### src/rtl/uart_rx_oversampler.sv
// UART receiver with 16x oversampling: mid-bit sampling, optional parity, and a
// valid/ready holding register with parity, framing and overrun error pulses.
module uart_rx_oversampler #(
   parameter int unsigned DATA_BITS  = 8,
   parameter int unsigned PARITY_EN  = 0,
   parameter int unsigned PARITY_ODD = 0
) (
   input  logic       clk,
   input  logic       reset,
   input  logic       tick_16x,
   input  logic       rx,
   output logic [7:0] rx_data,
   output logic       rx_valid,
   input  logic       rx_ready,
   output logic       parity_err,
   output logic       framing_err,
   output logic       overrun_err,
   output logic       busy
);

   localparam int unsigned CNT_W  = 4;
   localparam int unsigned BIT_W  = 3;
   localparam int unsigned BYTE_W = 8;

   localparam logic [CNT_W-1:0] MID_TICK = CNT_W'(7);
   localparam logic [CNT_W-1:0] END_TICK = CNT_W'(15);
   localparam logic [BIT_W-1:0] LAST_BIT = BIT_W'(DATA_BITS - 1);
   localparam logic             PAR_ODD  = 1'(PARITY_ODD);
   localparam logic             HAS_PAR  = (PARITY_EN != 0);

   typedef enum logic [2:0] {IDLE, START, DATA, PARITY, STOP} state_t;

   state_t              state, state_n;
   logic [CNT_W-1:0]    cnt, cnt_n;
   logic [BIT_W-1:0]    bit_cnt, bit_cnt_n;
   logic [BYTE_W-1:0]   shift, shift_n;
   logic                armed, armed_n;
   logic                parity_bad, parity_bad_n;
   logic                frame_done_c;
   logic                stop_ok_c;
   logic                rx_meta, rx_s;

   // Two-flop synchronizer; resets to the idle line level.
   always_ff @(posedge clk) begin
      if (reset) begin
         rx_meta <= 1'b1;
         rx_s    <= 1'b1;
      end else begin
         rx_meta <= rx;
         rx_s    <= rx_meta;
      end
   end

   // FSM and datapath registers.
   always_ff @(posedge clk) begin
      if (reset) begin
         state      <= IDLE;
         cnt        <= '0;
         bit_cnt    <= '0;
         shift      <= '0;
         armed      <= 1'b0;
         parity_bad <= 1'b0;
      end else begin
         state      <= state_n;
         cnt        <= cnt_n;
         bit_cnt    <= bit_cnt_n;
         shift      <= shift_n;
         armed      <= armed_n;
         parity_bad <= parity_bad_n;
      end
   end

   // Next-state logic; everything holds between ticks.
   always_comb begin
      state_n      = state;
      cnt_n        = cnt;
      bit_cnt_n    = bit_cnt;
      shift_n      = shift;
      armed_n      = armed;
      parity_bad_n = parity_bad;
      frame_done_c = 1'b0;
      stop_ok_c    = 1'b0;
      if (tick_16x) begin
         case (state)
            IDLE: begin
               if (!armed) begin
                  if (rx_s) armed_n = 1'b1;
               end else if (!rx_s) begin
                  state_n      = START;
                  cnt_n        = '0;
                  bit_cnt_n    = '0;
                  shift_n      = '0;
                  parity_bad_n = 1'b0;
               end
            end
            START: begin
               cnt_n = cnt + CNT_W'(1);
               if (cnt == MID_TICK) begin
                  cnt_n   = '0;
                  state_n = rx_s ? IDLE : DATA;
               end
            end
            DATA: begin
               cnt_n = cnt + CNT_W'(1);
               if (cnt == END_TICK) begin
                  shift_n[bit_cnt] = rx_s;
                  if (bit_cnt == LAST_BIT) begin
                     state_n = HAS_PAR ? PARITY : STOP;
                  end else begin
                     bit_cnt_n = bit_cnt + BIT_W'(1);
                  end
               end
            end
            PARITY: begin
               cnt_n = cnt + CNT_W'(1);
               if (cnt == END_TICK) begin
                  parity_bad_n = (rx_s != ((^shift) ^ PAR_ODD));
                  state_n      = STOP;
               end
            end
            STOP: begin
               cnt_n = cnt + CNT_W'(1);
               if (cnt == END_TICK) begin
                  frame_done_c = 1'b1;
                  stop_ok_c    = rx_s;
                  armed_n      = rx_s;
                  state_n      = IDLE;
               end
            end
            default: begin
               state_n = IDLE;
            end
         endcase
      end
   end

   // Output holding register and one-clk error pulses.
   always_ff @(posedge clk) begin
      if (reset) begin
         rx_data     <= '0;
         rx_valid    <= 1'b0;
         parity_err  <= 1'b0;
         framing_err <= 1'b0;
         overrun_err <= 1'b0;
         busy        <= 1'b0;
      end else begin
         parity_err  <= 1'b0;
         framing_err <= 1'b0;
         overrun_err <= 1'b0;
         busy        <= (state_n != IDLE);
         if (frame_done_c && stop_ok_c) begin
            if (rx_valid && !rx_ready) begin
               overrun_err <= 1'b1;
            end else begin
               rx_data    <= shift;
               rx_valid   <= 1'b1;
               parity_err <= parity_bad;
            end
         end else begin
            if (frame_done_c) framing_err <= 1'b1;
            if (rx_valid && rx_ready) rx_valid <= 1'b0;
         end
      end
   end

endmodule

### config.mk
export PLATFORM = sky130hd
export DESIGN_NAME = uart_rx_oversampler
export DESIGN_NICKNAME = d
export VERILOG_FILES = /design/src/rtl/uart_rx_oversampler.sv
export SDC_FILE = /design/constraint.sdc
export NUM_CORES = 1
export LEC_CHECK = 0
export CORE_UTILIZATION = 60
export CTS_CLUSTER_SIZE = 12
export DETAILED_ROUTE_END_ITERATION = 8
export GPL_TIMING_DRIVEN = 1
export PLACE_DENSITY = 0.85
export SLEW_MARGIN = 5
export SYNTH_ARGS = -nofsm -noshare
export SYNTH_HDL_FRONTEND = slang
export SYNTH_SLANG_ARGS = --single-unit
### constraint.sdc
create_clock -name clk -period 5 [get_ports clk]
set_input_delay 1 -clock clk [delete_from_list [all_inputs] [get_ports clk]]
set_output_delay 1 -clock clk [all_outputs]
set_load 0.02 [all_outputs]
## Word level (Yosys, flattened, before mapping)

Cells that the tools add are included.

| operators by class | value |
|---|---|
| multiply operators | 0 |
| shift operators | 0 |
| reduce and logical (&&, ||, !) cells | 24 |
| multiplexer cells | 45 |
| add/subtract/negate cells | 2 |
| equal/unequal tests | 15 |
| div/mod/pow operators | 0 |
| bitwise operators | 2 |
| magnitude comparators | 2 |

Operator list:

| operator | count |
|---|---|
| 2-to-1 mux 3 bit | 12 |
| 2-to-1 mux 8 bit | 3 |
| 2-to-1 mux 1 bit | 18 |
| one-hot mux 8 bit (2 select lines) | 1 |
| one-hot mux 3 bit (5 select lines) | 1 |
| inequality test 2 bit (second input constant) | 7 |
| 2-to-1 mux 4 bit | 3 |
| one-hot mux 4 bit (3 select lines) | 1 |
| AND reduction 5 bit | 2 |
| bitwise mux 8 bit | 1 |
| nonzero test 2 bit | 4 |
| parity 8 bit | 1 |
| equality test 3 x 2 -> 1 bit (second input constant) | 2 |
| equality test 3 bit (second input constant) | 2 |
| one-hot mux 3 bit (2 select lines) | 1 |
| AND reduction 6 bit | 1 |
| nonzero test 3 bit | 2 |
| OR reduction 3 bit | 2 |
| adder 4 x 1 -> 4 bit (second input constant) | 1 |
| equality test 4 x 3 -> 1 bit (second input constant) | 1 |
| equality test 4 bit (second input constant) | 1 |
| logical AND 1 bit | 4 |
| < comparator 3 x 4 -> 1 bit (second input constant) | 1 |
| one-hot mux 1 bit (2 select lines) | 2 |
| 13 further kinds | 16 |

| word-level totals | value |
|---|---|
| output and inout port bits | 13 |
| RAM bits | 0 |
| bits in read-only memories | 0 |
| bits in registers | 35 |
| bits in latches | 0 |
| memories kept | 0 |

## Logic depth before layout (Yosys ltp)

Gate-level depths: netlist of the first run.

| depth | value |
|---|---|
| word-level depth | 7 |
| depth in mapped cells | 7 |

## Worst setup path before layout of the first run

No wires, ideal clock.

| path | value |
|---|---|
| kind | input to register |
| from | input port tick_16x |
| to | register cnt[2] |
| path buffers | 0 |
| stages on the path | 4 |
| data arrival time | 1.825 ns |
| path slack | 3.105 ns |
| path through | nand2_1 > o21bai_1 > or4_1 > a21oi_1 |

| between the ends | value |
|---|---|
| longest elaborated chain between the ends | 1 |

Ends and longest elaborated chain:

| item | RTL line | source |
|---|---|---|
| from (decl) | 10 | `input logic tick_16x,` |
| AND reduction 4 bit (no source line) | - |  |
| to (signal assigned) | 65 | `cnt <= cnt_n;` |
| to (decl) | 34 | `logic [CNT_W-1:0] cnt, cnt_n;` |

Every way passes these cells.
A chain may end at the register's enable or synchronous reset.

## Worst setup path in the final report of the first run

Ends and elaborated chain as after synthesis.

==> results of run 1 <==
==> per-stage QoR <==
stage / instances / cell area, um2 / utilization / worst slack (ns)
4_1_cts: 244 / 1930 / 0.704 / 2.54
5_1_grt: 244 / 1930 / 0.704 / 2.40
6_report: 244 / 1930 / 0.704 / 2.48
2_1_floorplan: 202 / 1720 / - / 3.10
3_3_place_gp: 237 / 1870 / 0.684 / 2.25
3_5_place_dp: 237 / 1870 / 0.684 / 2.20
==> per-layer routing <==
layer / global-route usage / vias to the layer above / share of wire
met1: 0.279 / 691 / 0.47
li1: - / 735 / -
met3: 0.0515 / 4 / 0.052
met4: 0.111 / 0 / 0.0079
met5: 0 / - / 0
met2: 0.382 / 41 / 0.47
==> how the worst max path moves through the flow <==
stage / cells past startpoint / startpoint / end
2_1_floorplan: 4 / tick_16x / cnt[2]
3_3_place_gp: 5 / tick_16x / cnt[2]
3_5_place_dp: 5 / tick_16x / cnt[2]
4_1_cts: 5 / tick_16x / cnt[2]
5_1_grt: 5 / tick_16x / cnt[2]
6_report: 5 / tick_16x / cnt[2]
==> worst max-delay path: cells and delay by family <==
kind            cells  cell delay (ns)
compound gates      2             0.39
simple gates        2             0.65
buf+inv             1             0.73
==> cells by family (layout without fill, tap and decap cells) <==
logic type / Yosys count / in the layout / share of synthesized area
simple gates: 82 / 82 / 0.262
fa+ha+maj: 3 / 3 / 0.0218
buf+inv: 15 / 26 / 0.0400
mux: 9 / 9 / 0.0523
flops: 35 / 35 / 0.407
compound gates: 49 / 49 / 0.164
xor+xnor: 9 / 9 / 0.0538
==> state kept, by name, summed over array words and instances, names as in the netlist, 3 cells and up <==
signal   flops
rx_data      8
shift        8
cnt          4
bit_cnt      3
state        3
==> where the power goes <==
| group | internal [mW] | switching, mW | total [mW] |
|---|---|---|---|
| clock | 0.0651 | 0.0860 | 0.151 |
| combinational | 0.00725 | 0.00921 | 0.0165 |
| sequential | 0.280 | 0.00247 | 0.283 |
==> final cells by class <==
type | instances | area [um2]
well taps | 31 | 38.8
fillers | 217 | 808
repair buffers | 17 | 170
clock inverters | 1 | 5.00
clock buffers | 6 | 51.3
inverters | 2 | 7.51
multi-input cells | 152 | 952
flip-flops and latches | 35 | 701
==> cells in the mapped netlist (3+ instances only) <==
library cell  instances  area share
nand2_1              19       0.041
nand2b_1              5       0.018
nor2b_1               5       0.018
xnor2_1               5       0.025
a31oi_1               6       0.022
buf_2                 4       0.012
dfxtp_1              35        0.41
and3_1                3       0.011
ha_1                  3       0.022
mux2i_1               9       0.052
clkbuf_1              8       0.017
nor2_1               19       0.041
o21ai_0              11       0.032
xor2_1                3       0.015
nand3_1               8       0.023
a21oi_1              22       0.064
==> impl_metrics.yaml, run 1 <==
run_status:
  outcome: "finished clean"
clocking:
  post_cts_buffers: 0
  cts_buffers: 5
  htreeDepth: 2
  clkTransAtPathRegs_ns: 0.09
  clk_latency_ns: 0.33
  ctsResizeCount: 0
  cts_sinks: 35
  postCtsHoldBufs: 0
  clock-root-buffer: "clkbuf_4"
  cts_tree: "built"
  cts_buffer_depth: 2
floorplan:
  dieArea_mm2: 0.00309
  io_pins: 18
  placementRows: 19
  die_y_um: 55.6
  die_w_um: 55.6
  initial_core_util: 0.630
  core_area_mm2: 0.00273
grt:
  grt_usage: 0.229
  grt_pass1_vias: 1314
  antenna_found_initial: 0
  overflow: 0
  grt_pass1_wl_um: 5600
  grt_max_degree: 36
hold_path:
  min-delay-start: "rx_meta"
  whs_endpoint: "rx_s"
  hp-class: "register to register"
  whs_path_depth: 1
yosys:
  synth_area_mm2: 0.00172
  syn_nets: 210
  async_flop_share: 0
  yosysWarnings: 0
  avgSynthCellArea_um2: 8.52
  synth_ff_type: "dfxtp_1"
  synth_edf_count: 0
  syn_inst: 202
  ys_seq_area_frac: 0.407
  ys_seq_elements: 35
  synthDistinctLibCells: 45
placed_design:
  gp_congestion: 0.927
  dp_hpwl_um: 2220
  port_buffers: 17
setup_path:
  r2r_cells: 4
  slowest_stage: "clkdlybuf4s50_1"
  cp.required_ns: 5.24
  cp_max_fo: 13
  cpPeakStageDelay_ns: 0.73
  crit_type: "input pin to register"
  critPathCaptureType: "register"
  reg2reg_from: "state[1]"
  reg2reg_slack_ns: 3.10
  worstPathCellList: "clkdlybuf4s50_1 > nand2_1 > o21bai_1 > or4_1 > a21oi_1"
  start_kind: "input pin"
  cp_data_arrival_time_ns: 2.76
  r2r-end: "shift[1]"
routing:
  via_per_inst: 6.03
  drtIter0Drc: 36
  routedWlPerCell_um: 13.4
  ant_nets: 0
  drt_pass1_iterations: 5
  totalWireLength_um: 3270
  num_vias: 1471
  drc_errors: 0
sta:
  tightest_slew_ns: 1.16
  slew_headroom: 0.222
  fin_setup_tns_ns: 0
  rsz0062_at_grt: "false"
  fmax_ghz: 0.397
  period_share: 0.504
  hold_viol: 0
  setup_viol: 0
  whs_ns: 0.428
  post-route-min-period_ns: 2.52
  finalClockSkew_ns: 0.00493
  maxSlewViolCount: 0
pwr:
  p_leak_nw: 0.746
  power_mw: 0.450
  ir_drop_v: 0.000250
  pwr_density_cell_mw_per_mm2: 234
final_layout:
  syn_to_final_growth_pct: 11.8
  diodes: 0
  layout_common_cells: "35 x dfxtp_1, 22 x a21oi_1, 19 x nor2_1, 19 x nand2_1, 17 x clkdlybuf4s50_1"
  final_common_cell: "dfxtp_1"
  drive_gt1_frac: 0.0751
  fin_nets: 221
run:
  maxCapViolCount: 0
Note: power is estimated with default switching activity, not from simulation.
==> run 2, diff against run 1 <==
--- a/config.mk
+++ b/config.mk
@@ -5,11 +5,11 @@
 export SDC_FILE = /design/constraint.sdc
 export NUM_CORES = 1
 export LEC_CHECK = 0
-export CORE_UTILIZATION = 60
+export CORE_UTILIZATION = 50
 export CTS_CLUSTER_SIZE = 12
 export DETAILED_ROUTE_END_ITERATION = 8
 export GPL_TIMING_DRIVEN = 1
-export PLACE_DENSITY = 0.85
+export PLACE_DENSITY = 0.76
 export SLEW_MARGIN = 5
 export SYNTH_ARGS = -nofsm -noshare
 export SYNTH_HDL_FRONTEND = slang
==> constraint.sdc (replaced) <==
create_clock -name clk -period 2.3 [get_ports clk]
set_input_delay 0.46 -clock clk [delete_from_list [all_inputs] [get_ports clk]]
set_output_delay 0.46 -clock clk [all_outputs]
set_load 0.02 [all_outputs]
==> run 2 against run 1 <==
Global-route usage shrank 0.83 points. Non-clock buffer count is 2 higher. Utilization shrank 8.4 points. Final area grew 1.6%. First-iteration DRC count is 110% higher. Worst setup slack got worse by 2.1 ns. Power increased by 120%. Die area grew 19%. Count of clock-buffer cells in the layout did not move. Critical path depth unchanged. Highest routed layer unchanged. Flip-flop and latch count is the same.
==> impl_metrics.yaml, run 2 (synthesized netlist as in run 1, its figures left out) <==
run_status:
  outcome: "finished clean"
hold_path:
  whs_path_depth: 1
  hp-class: "register to register"
clocking:
  clk_latency_ns: 0.34
  cts_sinks: 35
  clkTransAtPathRegs_ns: 0.10
  postCtsHoldBufs: 0
  htreeDepth: 2
  ctsResizeCount: 0
  cts_buffer_depth: 2
  cts_buffers: 5
  clock-root-buffer: "clkbuf_4"
  post_cts_buffers: 0
  cts_tree: "built"
pwr:
  pwr_density_cell_mw_per_mm2: 505
  clock_power_share: 0.339
  switching_share: 0.223
  p_comb_frac: 0.039
  power_frac_seq: 0.622
  internal_power_mw: 0.769
  ir_drop_v: 0.000257
  p_leak_nw: 0.756
  switchingPower_mw: 0.220
floorplan:
  core_area_mm2: 0.00315
  dieArea_mm2: 0.00368
  initial_core_util: 0.546
  placementRows: 20
  die_w_um: 60.7
  die_y_um: 60.7
  io_pins: 18
grt:
  overflow: 0
  grt_usage: 0.221
  grt_pass1_vias: 1357
  antenna_found_initial: 0
  grt_pass1_wl_um: 6020
  grt_max_degree: 20
setup_path:
  reg2reg_slack_ns: 0.40
  critPathCaptureType: "register"
  cp_data_arrival_time_ns: 2.17
  start_kind: "register"
  crit_type: "register to register"
  r2r_cells: 5
  cp.required_ns: 2.57
  cp_max_fo: 13
routing:
  ant_nets: 0
  drtIter0Drc: 77
  via_per_inst: 5.61
  totalWireLength_um: 3480
  routedWlPerCell_um: 13.5
  drt_pass1_iterations: 4
  num_vias: 1453
  drc_errors: 0
placed_design:
  placed_area_mm2: 0.00190
  gp_congestion: 0.872
  dpl_worst_slack_ns: 0.236
  port_buffers: 17
  dp_hpwl_um: 2410
sta:
  period_share: 0.825
  fmax_ghz: 0.527
  setup_viol: 0
  rsz0062_at_grt: "false"
  finalClockSkew_ns: 0.00512
  tightest_slew_ns: 0.613
  post-route-min-period_ns: 1.90
  hold_viol: 0
  slew_headroom: 0.590
  maxSlewViolCount: 0
  fin_setup_tns_ns: 0
  fin_ws_ns: 0.402
final_layout:
  final_common_cell: "dfxtp_1"
  diodes: 0
  fill_cells: 282
  ff_latch_area_um2: 701
  fin_nets: 223
  reg_top3: "rx_data (8), shift (8), cnt (4)"
  stdcell_area_mm2: 0.00196
  fin_util: 0.621
  drive_gt1_frac: 0.0837
  syn_to_final_growth_pct: 13.7
  multiInputGateArea_um2: 952
  layout_common_cells: "35 x dfxtp_1, 22 x a21oi_1, 19 x nor2_1, 19 x nand2_1, 17 x clkdlybuf4s50_1"
run:
  maxCapViolCount: 0
run 2: changes by cell type in the layout (fill, tap and decap cells not counted), sizes merged:
cell  before  now
buf        0    2
run 2: final timing paths:
path	startpoint	endpoint
worst max-delay path	state[1]	shift[7]
worst min register to register	rx_meta	rx_s
worst max register to register	state[1]	shift[7]
worst min-delay path	rx_meta	rx_s
run 2: stage by stage:
stage          std cells  power (mW)  hold WS, ns
3_5_place_dp         252       0.667        0.401
3_3_place_gp         252       0.666        0.401
6_report             259       0.989        0.438
4_1_cts              259        1.00        0.440
5_1_grt              259        1.03        0.457
2_1_floorplan        202       0.653        0.389
run 2: power groups by stage:
stage	combinational [mW]	sequential (mW)	clock (mW)
floorplan	0.0274	0.625	0
global placement	0.0375	0.628	0
detailed placement	0.0386	0.629	0
CTS	0.0388	0.615	0.346
global route	0.0427	0.615	0.368
finish	0.0389	0.615	0.335
run 2: critical path, cell delays in order (launching register included):
cell and delay, ns:
dfxtp_1 0.63, nor3b_2 0.36, nand2_1 0.16, nor4_2 0.38, nand3_1 0.13, a21oi_1 0.17
run 2: cell type report:
| cell class | instances | share of cell area |
|---|---|---|
| clock inverter | 1 | 0.00256 |
| timing repair buffer | 19 | 0.0946 |
| sequential | 35 | 0.358 |
| multi-input combinational | 152 | 0.487 |
| inverter | 2 | 0.00384 |
| clock buffer | 6 | 0.0262 |
| tap | 44 | 0.0281 |
run 2: per-layer routing:
layer	GRT usage	up-vias	wire length, um
met5	0	-	0
met4	0.0942	0	59
met3	0.0640	7	110
met2	0.359	20	1660
met1	0.274	687	1660
li1	-	739	-
